<file path="src/rtl/systolic_host_dma_pkg.sv">
// Shared address map, CTRL start-bit position and the host DMA sequencer states.
package systolic_host_dma_pkg;

   localparam logic [15:0] A_BASE   = 16'h0000;
   localparam logic [15:0] B_BASE   = 16'h0100;
   localparam logic [15:0] CTRL_ADR = 16'h0200;
   localparam logic [15:0] STAT_ADR = 16'h0201;
   localparam logic [15:0] RES_BASE = 16'h0300;

   localparam int CTRL_START_BIT = 15;

   typedef enum logic [3:0] {
      S_IDLE,
      S_LOAD_A,
      S_LOAD_B,
      S_KICK,
      S_POLL_RD,
      S_POLL_WT,
      S_UNLOAD_RD,
      S_UNLOAD_WT,
      S_END
   } state_e;

endpackage

</file>
<file path="src/rtl/systolic_host_dma_res_skid.sv">
// One-entry result holding register between the array read port and the result stream.
module sys_res_skid #(
   parameter int W = 16
) (
   input  logic         clk_i,
   input  logic         rst_i,
   input  logic         load_i,
   input  logic [W-1:0] load_data_i,
   input  logic         ready_i,
   output logic         valid_o,
   output logic [W-1:0] data_o,
   output logic         drain_o
);

   logic         valid_q, valid_d;
   logic [W-1:0] data_q, data_d;

   assign drain_o = valid_q && ready_i;
   assign valid_o = valid_q;
   assign data_o  = data_q;

   always_comb begin
      valid_d = valid_q;
      data_d  = data_q;
      if (load_i) begin
         valid_d = 1'b1;
         data_d  = load_data_i;
      end else if (drain_o) begin
         valid_d = 1'b0;
      end
   end

   always_ff @(posedge clk_i or posedge rst_i) begin
      if (rst_i) begin
         valid_q <= 1'b0;
         data_q  <= '0;
      end else begin
         valid_q <= valid_d;
         data_q  <= data_d;
      end
   end

endmodule

</file>
<file path="src/rtl/systolic_host_dma.sv">
// Host-side DMA sequencer: loads A/B operands into the systolic array RAM, kicks it,
// polls status and unloads results through a one-entry holding register.
//
// state     | meaning
// IDLE      | waiting for go
// LOAD_A    | streaming 4*job_len operand words to A_BASE
// LOAD_B    | streaming 4*job_len operand words to B_BASE
// KICK      | single CTRL write with the start bit and job_len
// POLL_RD   | STAT read issued
// POLL_WT   | STAT data returned, decide done / retry / timeout
// UNLOAD_RD | result read issued once the holding register can accept
// UNLOAD_WT | result data captured into the holding register
// END       | waiting for the last result to drain
module systolic_host_dma
   import systolic_host_dma_pkg::*;
#(
   parameter int POLL_LIMIT = 1024,
   parameter int RES_WORDS  = 16
) (
   input  logic        clk_i,
   input  logic        rst_i,
   input  logic        go_i,
   input  logic [7:0]  job_len_i,
   output logic        busy_o,
   output logic        done_o,
   output logic        err_o,
   input  logic        src_valid_i,
   output logic        src_ready_o,
   input  logic [15:0] src_data_i,
   output logic        res_valid_o,
   input  logic        res_ready_i,
   output logic [15:0] res_data_o,
   output logic        ren_o,
   output logic [15:0] ibus_radr_o,
   output logic        wen_o,
   output logic [15:0] ibus_wadr_o,
   output logic [15:0] ibus_wdata_o,
   input  logic [15:0] ibus_rdata_i
);

   localparam int PW = $clog2(POLL_LIMIT + 1);

   state_e          state_q, state_d;
   logic [9:0]      cnt_q, cnt_d;
   logic [PW-1:0]   poll_q, poll_d;
   logic [7:0]      len_q, len_d;
   logic            done_q, done_d;
   logic            err_q, err_d;
   logic            skid_load, skid_valid, skid_drain;
   logic [9:0]      cnt_inc, load_words;

   assign cnt_inc    = cnt_q + 10'd1;
   assign load_words = {len_q, 2'b00};
   assign busy_o     = (state_q != S_IDLE);
   assign done_o     = done_q;
   assign err_o      = err_q;
   assign res_valid_o = skid_valid;

   sys_res_skid #(.W(16)) u_skid (
      .clk_i       (clk_i),
      .rst_i       (rst_i),
      .load_i      (skid_load),
      .load_data_i (ibus_rdata_i),
      .ready_i     (res_ready_i),
      .valid_o     (skid_valid),
      .data_o      (res_data_o),
      .drain_o     (skid_drain)
   );

   always_comb begin
      state_d      = state_q;
      cnt_d        = cnt_q;
      poll_d       = poll_q;
      len_d        = len_q;
      done_d       = 1'b0;
      err_d        = 1'b0;
      skid_load    = 1'b0;
      src_ready_o  = 1'b0;
      ren_o        = 1'b0;
      ibus_radr_o  = '0;
      wen_o        = 1'b0;
      ibus_wadr_o  = '0;
      ibus_wdata_o = '0;
      case (state_q)
         S_IDLE: begin
            if (go_i) begin
               if (job_len_i != 8'd0) begin
                  len_d   = job_len_i;
                  cnt_d   = '0;
                  state_d = S_LOAD_A;
               end else begin
                  err_d = 1'b1;
               end
            end
         end
         S_LOAD_A, S_LOAD_B: begin
            src_ready_o = 1'b1;
            if (src_valid_i) begin
               wen_o        = 1'b1;
               ibus_wadr_o  = ((state_q == S_LOAD_A) ? A_BASE : B_BASE) + 16'(cnt_q);
               ibus_wdata_o = src_data_i;
               if (cnt_inc == load_words) begin
                  cnt_d   = '0;
                  state_d = (state_q == S_LOAD_A) ? S_LOAD_B : S_KICK;
               end else begin
                  cnt_d = cnt_inc;
               end
            end
         end
         S_KICK: begin
            wen_o        = 1'b1;
            ibus_wadr_o  = CTRL_ADR;
            ibus_wdata_o = (16'd1 << CTRL_START_BIT) | {8'd0, len_q};
            poll_d       = '0;
            state_d      = S_POLL_RD;
         end
         S_POLL_RD: begin
            ren_o       = 1'b1;
            ibus_radr_o = STAT_ADR;
            state_d     = S_POLL_WT;
         end
         S_POLL_WT: begin
            if (ibus_rdata_i[0]) begin
               cnt_d   = '0;
               state_d = S_UNLOAD_RD;
            end else if (poll_q < PW'(POLL_LIMIT)) begin
               poll_d  = poll_q + 1'b1;
               state_d = S_POLL_RD;
            end else begin
               err_d   = 1'b1;
               state_d = S_IDLE;
            end
         end
         S_UNLOAD_RD: begin
            // Only fetch when the holding register will be free at capture time.
            if (!skid_valid || skid_drain) begin
               ren_o       = 1'b1;
               ibus_radr_o = RES_BASE + 16'(cnt_q);
               state_d     = S_UNLOAD_WT;
            end
         end
         S_UNLOAD_WT: begin
            skid_load = 1'b1;
            cnt_d     = cnt_inc;
            state_d   = (cnt_inc == 10'(RES_WORDS)) ? S_END : S_UNLOAD_RD;
         end
         S_END: begin
            if (!skid_valid) begin
               done_d  = 1'b1;
               state_d = S_IDLE;
            end
         end
         default: state_d = S_IDLE;
      endcase
   end

   always_ff @(posedge clk_i or posedge rst_i) begin
      if (rst_i) begin
         state_q <= S_IDLE;
         cnt_q   <= '0;
         poll_q  <= '0;
         len_q   <= '0;
         done_q  <= 1'b0;
         err_q   <= 1'b0;
      end else begin
         state_q <= state_d;
         cnt_q   <= cnt_d;
         poll_q  <= poll_d;
         len_q   <= len_d;
         done_q  <= done_d;
         err_q   <= err_d;
      end
   end

endmodule

</file>
<file path="config.mk">
export PLATFORM = sky130hd
export DESIGN_NAME = systolic_host_dma
export DESIGN_NICKNAME = d
export VERILOG_FILES = /design/src/rtl/systolic_host_dma_pkg.sv /design/src/rtl/systolic_host_dma_res_skid.sv /design/src/rtl/systolic_host_dma.sv
export SDC_FILE = /design/constraint.sdc
export NUM_CORES = 1
export LEC_CHECK = 0
export CORE_MARGIN = 5
export CORE_UTILIZATION = 42
export DETAILED_ROUTE_END_ITERATION = 16
export PLACE_DENSITY = 0.81
export SLEW_MARGIN = 25
export SYNTH_ARGS = -nofsm -noshare
export SYNTH_HDL_FRONTEND = slang
export SYNTH_SLANG_ARGS = --single-unit
export TNS_END_PERCENT = 20
</file>
<file path="constraint.sdc">
create_clock -name clk_i -period 2.64 [get_ports clk_i]
set_input_delay 0.396 -clock clk_i [delete_from_list [all_inputs] [get_ports clk_i]]
set_output_delay 0.396 -clock clk_i [all_outputs]
set_load 0.05 [all_outputs]
</file>
==> Word level (Yosys, flattened, before mapping) <==
Cells that the tools add are included.
{ "word_totals": {"regBits": 52, "input_bits": 45} }
{ "op_classes": {"addsub": 4, "n_lt_le_gt_ge": 1, "n_eq_ne": 19, "muxes": 42, "reduce_logical": 14} }
{ "op_table": {"columns": ["op", "count"], "rows": [
  ["11-bit one-hot mux with 2 select lines", 3],
  ["10-bit 2-to-1 mux", 5],
  ["11-bit 2-to-1 mux", 4],
  ["10-bit one-hot mux with 4 select lines", 1],
  ["16-bit one-hot mux with 2 select lines", 1],
  ["4-bit one-hot mux with 8 select lines", 1],
  ["4-bit 2-to-1 mux", 7],
  ["2-bit inequality test, second input constant", 9],
  ["4-bit by 3-bit equality test with 1-bit output, second input constant", 4],
  ["16-bit 2-to-1 mux", 1],
  ["1-bit 2-to-1 mux", 13],
  ["10-bit by 10-bit adder with 11-bit output, first input constant", 1],
  ["11-bit by 1-bit adder with 11-bit output, second input constant", 1],
  ["9-bit by 10-bit adder with 11-bit output", 1],
  ["11-bit less-than comparator, second input constant", 1],
  ["10-bit by 1-bit adder with 10-bit output, second input constant", 1],
  ["10-bit equality test", 1],
  ["10-bit by 5-bit equality test with 1-bit output, second input constant", 1],
  ["9-bit 2-to-1 mux", 1],
  ["4-bit by 2-bit equality test with 1-bit output, second input constant", 2],
  ["4-bit nonzero test", 2],
  ["8-bit nonzero test", 1],
  ["3-bit 2-to-1 mux", 2],
  ["1-bit one-hot mux with 2 select lines", 3],
  ["other kinds (11)", 13]
]} }

==> Logic depth before layout (Yosys ltp) <==
{ "logic_depth": {"depth_word": 5, "mapped_depth": 10} }

==> By module <==
A second synthesis with hierarchy kept.
{ "hier_totals": {"hier_cells": 369, "area_unflattened_um2": 3418.3} }
{ "by_module_without_submodules": {"columns": ["mod", "n_inst", "cells_per_inst", "area_per_inst_um2", "seq_area_each_um2"], "rows": [
  ["systolic_host_dma", 1, 330, 2725.1, 875.8],
  ["sys_res_skid", 1, 39, 693.2, 425.4]
]} }

==> Least setup slack after synthesis <==
No wires, ideal clock.
{ "synth_path": {"path_kind": "reg-to-output", "start": "reg state_q[3]", "end": "out ibus_wadr_o[9]", "arrival_ns": 2.822, "required_ns": 2.244, "path_slack_ns": -0.578, "stages_incl_launch_ff": 10, "n_path_buf": 3, "path_cell_list": "dfrtp_1 > clkbuf_1 > or3_1 > inv_1 > clkbuf_1 > clkbuf_1 > nand2_1 > ha_1 > ha_1 > a21o_1"} }
{ "synth_via": {"elab_chain_cells": 5} }
{ "synth_rtl": {"columns": ["item", "line", "source"], "rows": [
  ["from (decl)", "systolic_host_dma.sv:43", "state_e state_q, state_d;"],
  ["from (signal assigned)", "systolic_host_dma.sv:166", "state_q <= state_d;"],
  ["4-bit by 1-bit equality test with 1-bit output", "systolic_host_dma.sv:84, systolic_host_dma.sv:100", null],
  ["9-bit 2-to-1 mux", "systolic_host_dma.sv:100", "ibus_wadr_o = ((state_q == S_LOAD_A) ? A_BASE : B_BASE) + 16'(cnt_q);"],
  ["9-bit by 10-bit adder with 11-bit output", "systolic_host_dma.sv:100", null],
  ["11-bit 2-to-1 mux", "systolic_host_dma.sv:98", "if (src_valid_i) begin"],
  ["11-bit one-hot mux with 2 select lines *", "systolic_host_dma.sv:84", "case (state_q)"],
  ["to (decl)", "systolic_host_dma.sv:36", "output logic [15:0] ibus_wadr_o,"]
]} }
Every way passes the cells marked *; elsewhere a longest branch is shown, timed or not.

==> Final worst setup path <==
{ "layout_path": {"start": "reg state_q[0]", "end": "out ibus_wadr_o[9]"} }
Same word-level chain as after synthesis.

==> metrics list <==
- The flow ran to the end, and the final reports show no timing, DRC or antenna violations.
- The detailed router placed 3,137 vias in this run.
- Synth top area share: 38.49%
- Y dimension of the die: 99.72 µm
- Antenna violations before repair: 0
* Required time reported for the critical path endpoint: 2.24 ns
* Overflow left after global routing: 0
- Global routing met1 resource utilization: 22.14%
* Buffer count from post-CTS setup fixing: 0
* Register area share after synthesis: 38.49%
* Global routing usage on met2: 32.79%
* Overall track demand over capacity in global routing: 18.80%
- Clock latency on the worst-skew pair: 0.31 ns
- Max Slew Vio Count: 0
* Routing layer with the top usage in global route: met2
- Combinational Power Share: 65.1%
- Ratio of routed vias to standard cells: 5.542
* Routed wirelength normalized by instance count: 16.71 µm
- For this configuration, the core starts out at a cell density of 43.52%.
- For this design the total switching power over the nets is 0.002458 W.
* Routability congestion estimate: 0.8929
- Area delta synth->final: 50.07%
- During I/O placement, the number of pins put on the boundary was 116.
* Worst setup EP type: primary output
- Worst min path class: primary input to async pin
- Once placement finished, the instance area stood at 4941 µm².
- Max-capacitance violation count: 0
* Root Driver: sky130_fd_sc_hd__clkbuf_8
- Post-placement cell count: 558
- Width of the die: 99.72 µm
- Total wire length after detailed routing: 9459 µm
- Clock-pin slew was measured on the worst setup and hold paths at 0.10 ns.
- Averaged over all synthesized cells, the footprint is 9.391 µm².
- The worst setup path is launched from a flop.
- Net count reported at finish: 514
- Total number of yosys warnings: 0
- In this run, the clock network consumes 10.6% of the power.
* Post-synthesis cell count: 360
- Number of DRC markers in iteration 0: 200
* Slew margin rel.: 55.50%
- Number of synthesized register bits: 52
* Fraction of final layout cells sized beyond drive strength 1: 24.57%
- Hold repair after CTS inserted 0 buffers.
- The HPWL after detailed placement is 7431 µm.
* Residual DRC: 0
- Entering global routing, the biggest net connects 30 pins.
- Shortest clock period the worst path allows after layout: 2.576 ns
* Ratio of total power to cell area: 1030 nW/µm²
- The total count of hold-check failures in the final report came to 0.
- The clock passes through at most 2 buffers.
- After routing the design area is 5074 µm².
- Across the VDD grid, the largest voltage drop is 0.7948 mV.
- Antenna-violating nets left: 0
* Total negative slack: 0 ns
- The number of antenna diodes in the final layout is 0.
* Internal power component: 0.002770 W
* Share of the clock period used by the worst path after layout: 97.59%
* TritonCTS clock tree: yes
- Net switching is 47.02% of the power.
- Setup violations remaining at the end of the flow were counted as 0.
- Number of buffers inserted by port buffering: 105
* Fmax: 0.3881 GHz
- Critical path start-end classification: flop to primary output
* Dominant synthesized flop cell: sky130_fd_sc_hd__dfrtp_1
- Leakage power: 2.150 nW
- The cell area that synthesis handed to floorplanning was 3381 µm².
* Total power draw: 0.005228 W
* Critical-path maximum fanout: 4
* Signal arrival time at the worst endpoint: 2.18 ns
- The region available for standard cell placement spans 7767 µm².
* Total die area: 9944 µm²
- Via count of the first global-routing pass: 3,188
* Transition at the pin with the smallest max-transition slack: 0.6613 ns
- Across the routed clock network, the largest skew measured is 0.004849 ns.
- The floorplan has 32 rows.
- CTS saw 52 sinks.
* Post-layout instance count excluding filler cells: 566
- Number of flops mapped to enable cells by yosys: 0
- Fraction of registers with async set or reset after synthesis: 100.0%
* Number of buffers added by the clock tree synthesis step: 5
- Of all cell types, the one taking the most synthesized area is sky130_fd_sc_hd__dfrtp_1.
- Sequential share of power: 24.3%
- Met3 track demand over resource: 6.171%
* Count of TritonRoute iterations in the first routing pass: 6
* Global-route wire length before repair: 15,350 µm
- After synthesis, the cell types taking the most area are sky130_fd_sc_hd__dfrtp_1 38%, sky130_fd_sc_hd__mux2_2 8.3%, sky130_fd_sc_hd__and3_1 3.9%.
- In this run the number of H-tree levels came out at 2.
- Unique cell type count in the Yosys netlist: 59
[placed cells by master (no fill, tap or decap), drive strengths merged, types with 3 or more instances in the layout]
master and count:
clkdlybuf4s50 64, buf 60, dfrtp 52, nor2 27, mux2 26, and3 21
nand3 19, o21ai 19, nor3 15, nand2 14, inv 12, xnor2 11
conb 10, and2 10, a21oi 9, a22o 8, xor2 6, nor2b 6
ha 6, nand2b 5, clkbuf 5, or3 5, a31oi 4, mux2i 4
nand4 4, a211oi 4, nor3b 4, nor4 4, or4 3, or2 3
[state kept, by name (all words and copies together) (netlist names)]
signal and count:
u_skid.valid_o 1, len_q 8, poll_q 11, done_o 1, cnt_q 10, u_skid.data_o 16, state_q 4, err_o 1
[synthesized netlist by cell type, types with 4 or more instances]
cell	n
sky130_fd_sc_hd__buf_4	14
sky130_fd_sc_hd__buf_2	6
sky130_fd_sc_hd__nor2_1	27
sky130_fd_sc_hd__dfrtp_1	52
sky130_fd_sc_hd__and2_1	10
sky130_fd_sc_hd__a21oi_1	8
sky130_fd_sc_hd__o21ai_0	18
sky130_fd_sc_hd__mux2i_1	4
sky130_fd_sc_hd__a22o_1	8
sky130_fd_sc_hd__nand2b_1	5
sky130_fd_sc_hd__inv_1	12
sky130_fd_sc_hd__clkbuf_1	16
sky130_fd_sc_hd__nor3_1	14
sky130_fd_sc_hd__nand2_1	14
sky130_fd_sc_hd__xnor2_1	11
sky130_fd_sc_hd__or3_1	5
sky130_fd_sc_hd__xor2_1	6
sky130_fd_sc_hd__ha_1	6
sky130_fd_sc_hd__a31oi_1	4
sky130_fd_sc_hd__mux2_2	25
sky130_fd_sc_hd__nand3_1	18
sky130_fd_sc_hd__nor2b_1	6
sky130_fd_sc_hd__and3_1	21
[area by class of cell]
cell class	count	area, µm²
clock buffer	5	68.82
inverter	12	47.55
tap	102	127.6
timing repair buffer	124	1604
fill	615	2694
sequential	52	1301
multi-input combinational	268	1882
clock inverter	3	42.54
[timing repair]
item | CTS | global route
gates resized for setup | 3 | 2
endpoints found under the setup margin | 1 | 5
pin swaps | 0 | 0
[layer usage]
layer | up-vias | part of all wire, %
li1 | 1467 | -
met1 | 1507 | 39
met2 | 153 | 49
met3 | 10 | 10
met4 | 0 | 1.5
met5 | - | 0
[worst paths after layout]
check                                             startpoint                             to  slack [ns]  depth (start not counted)
worst max register to register          cnt_q[2]$_DFFE_PP0P_           cnt_q[6]$_DFFE_PP0P_        0.24                          5
max in group asynchronous                              rst_i         state_q[2]$_DFFE_PP0P_        1.64                          3
worst min register to register  u_skid.data_o[3]$_DFFE_PP0P_   u_skid.data_o[3]$_DFFE_PP0P_        0.52                          1
worst min-delay path                                   rst_i  u_skid.data_o[10]$_DFFE_PP0P_        0.46                          2
worst max-delay path                  state_q[0]$_DFFE_PP0P_                 ibus_wadr_o[9]        0.06                          8
min in group clk_i              u_skid.data_o[3]$_DFFE_PP0P_   u_skid.data_o[3]$_DFFE_PP0P_        0.52                          1
[through the flow]
stage / hold WS [ns] / worst slack [ns] / util, %
after global placement: 0.4881 / 0.1826 / 63.61
after global routing: 0.4918 / -0.0006246 / 65.32
after detailed placement: 0.4976 / 0.1094 / 63.61
after floorplan: 0.4816 / 0.01173 / -
final: 0.4617 / 0.06361 / 65.32
after CTS: 0.4705 / 0.04579 / 65.27
[kinds of logic (layout without fill, tap and decap cells)]
kind of cell	count (synthesis)	count (layout)	share of synthesized area, %
and+or+nand+nor	146	146	24.83
other	1	10	0.1109
muxes	30	30	9.845
adders and majority gates	6	6	2.221
AOI/OAI and AO/OA	59	59	12.66
xor gates and xnor gates	17	17	4.404
DFF	52	52	38.49
buffers and inverters	49	144	7.439
[critical path, stage by stage, from the launching register on]
cell and delay, ns:
sky130_fd_sc_hd__dfrtp_1 0.41, sky130_fd_sc_hd__xnor2_1 0.15, sky130_fd_sc_hd__or3_4 0.38, sky130_fd_sc_hd__inv_4 0.08, sky130_fd_sc_hd__nand2_1 0.06, sky130_fd_sc_hd__ha_1 0.22
sky130_fd_sc_hd__ha_4 0.23, sky130_fd_sc_hd__a21o_2 0.21, sky130_fd_sc_hd__buf_12 0.15
[power by group through the flow]
stage / Clock, W / Sequential, W / Combinational [W]
after floorplan: 0 / 0.00171 / 0.00176
after global placement: 0 / 0.00126 / 0.00332
after detailed placement: 0 / 0.00128 / 0.00339
after CTS: 0.000561 / 0.00127 / 0.00341
after global routing: 0.000599 / 0.00130 / 0.00361
final: 0.000552 / 0.00127 / 0.00341
Power figures use the tool's default switching activity.
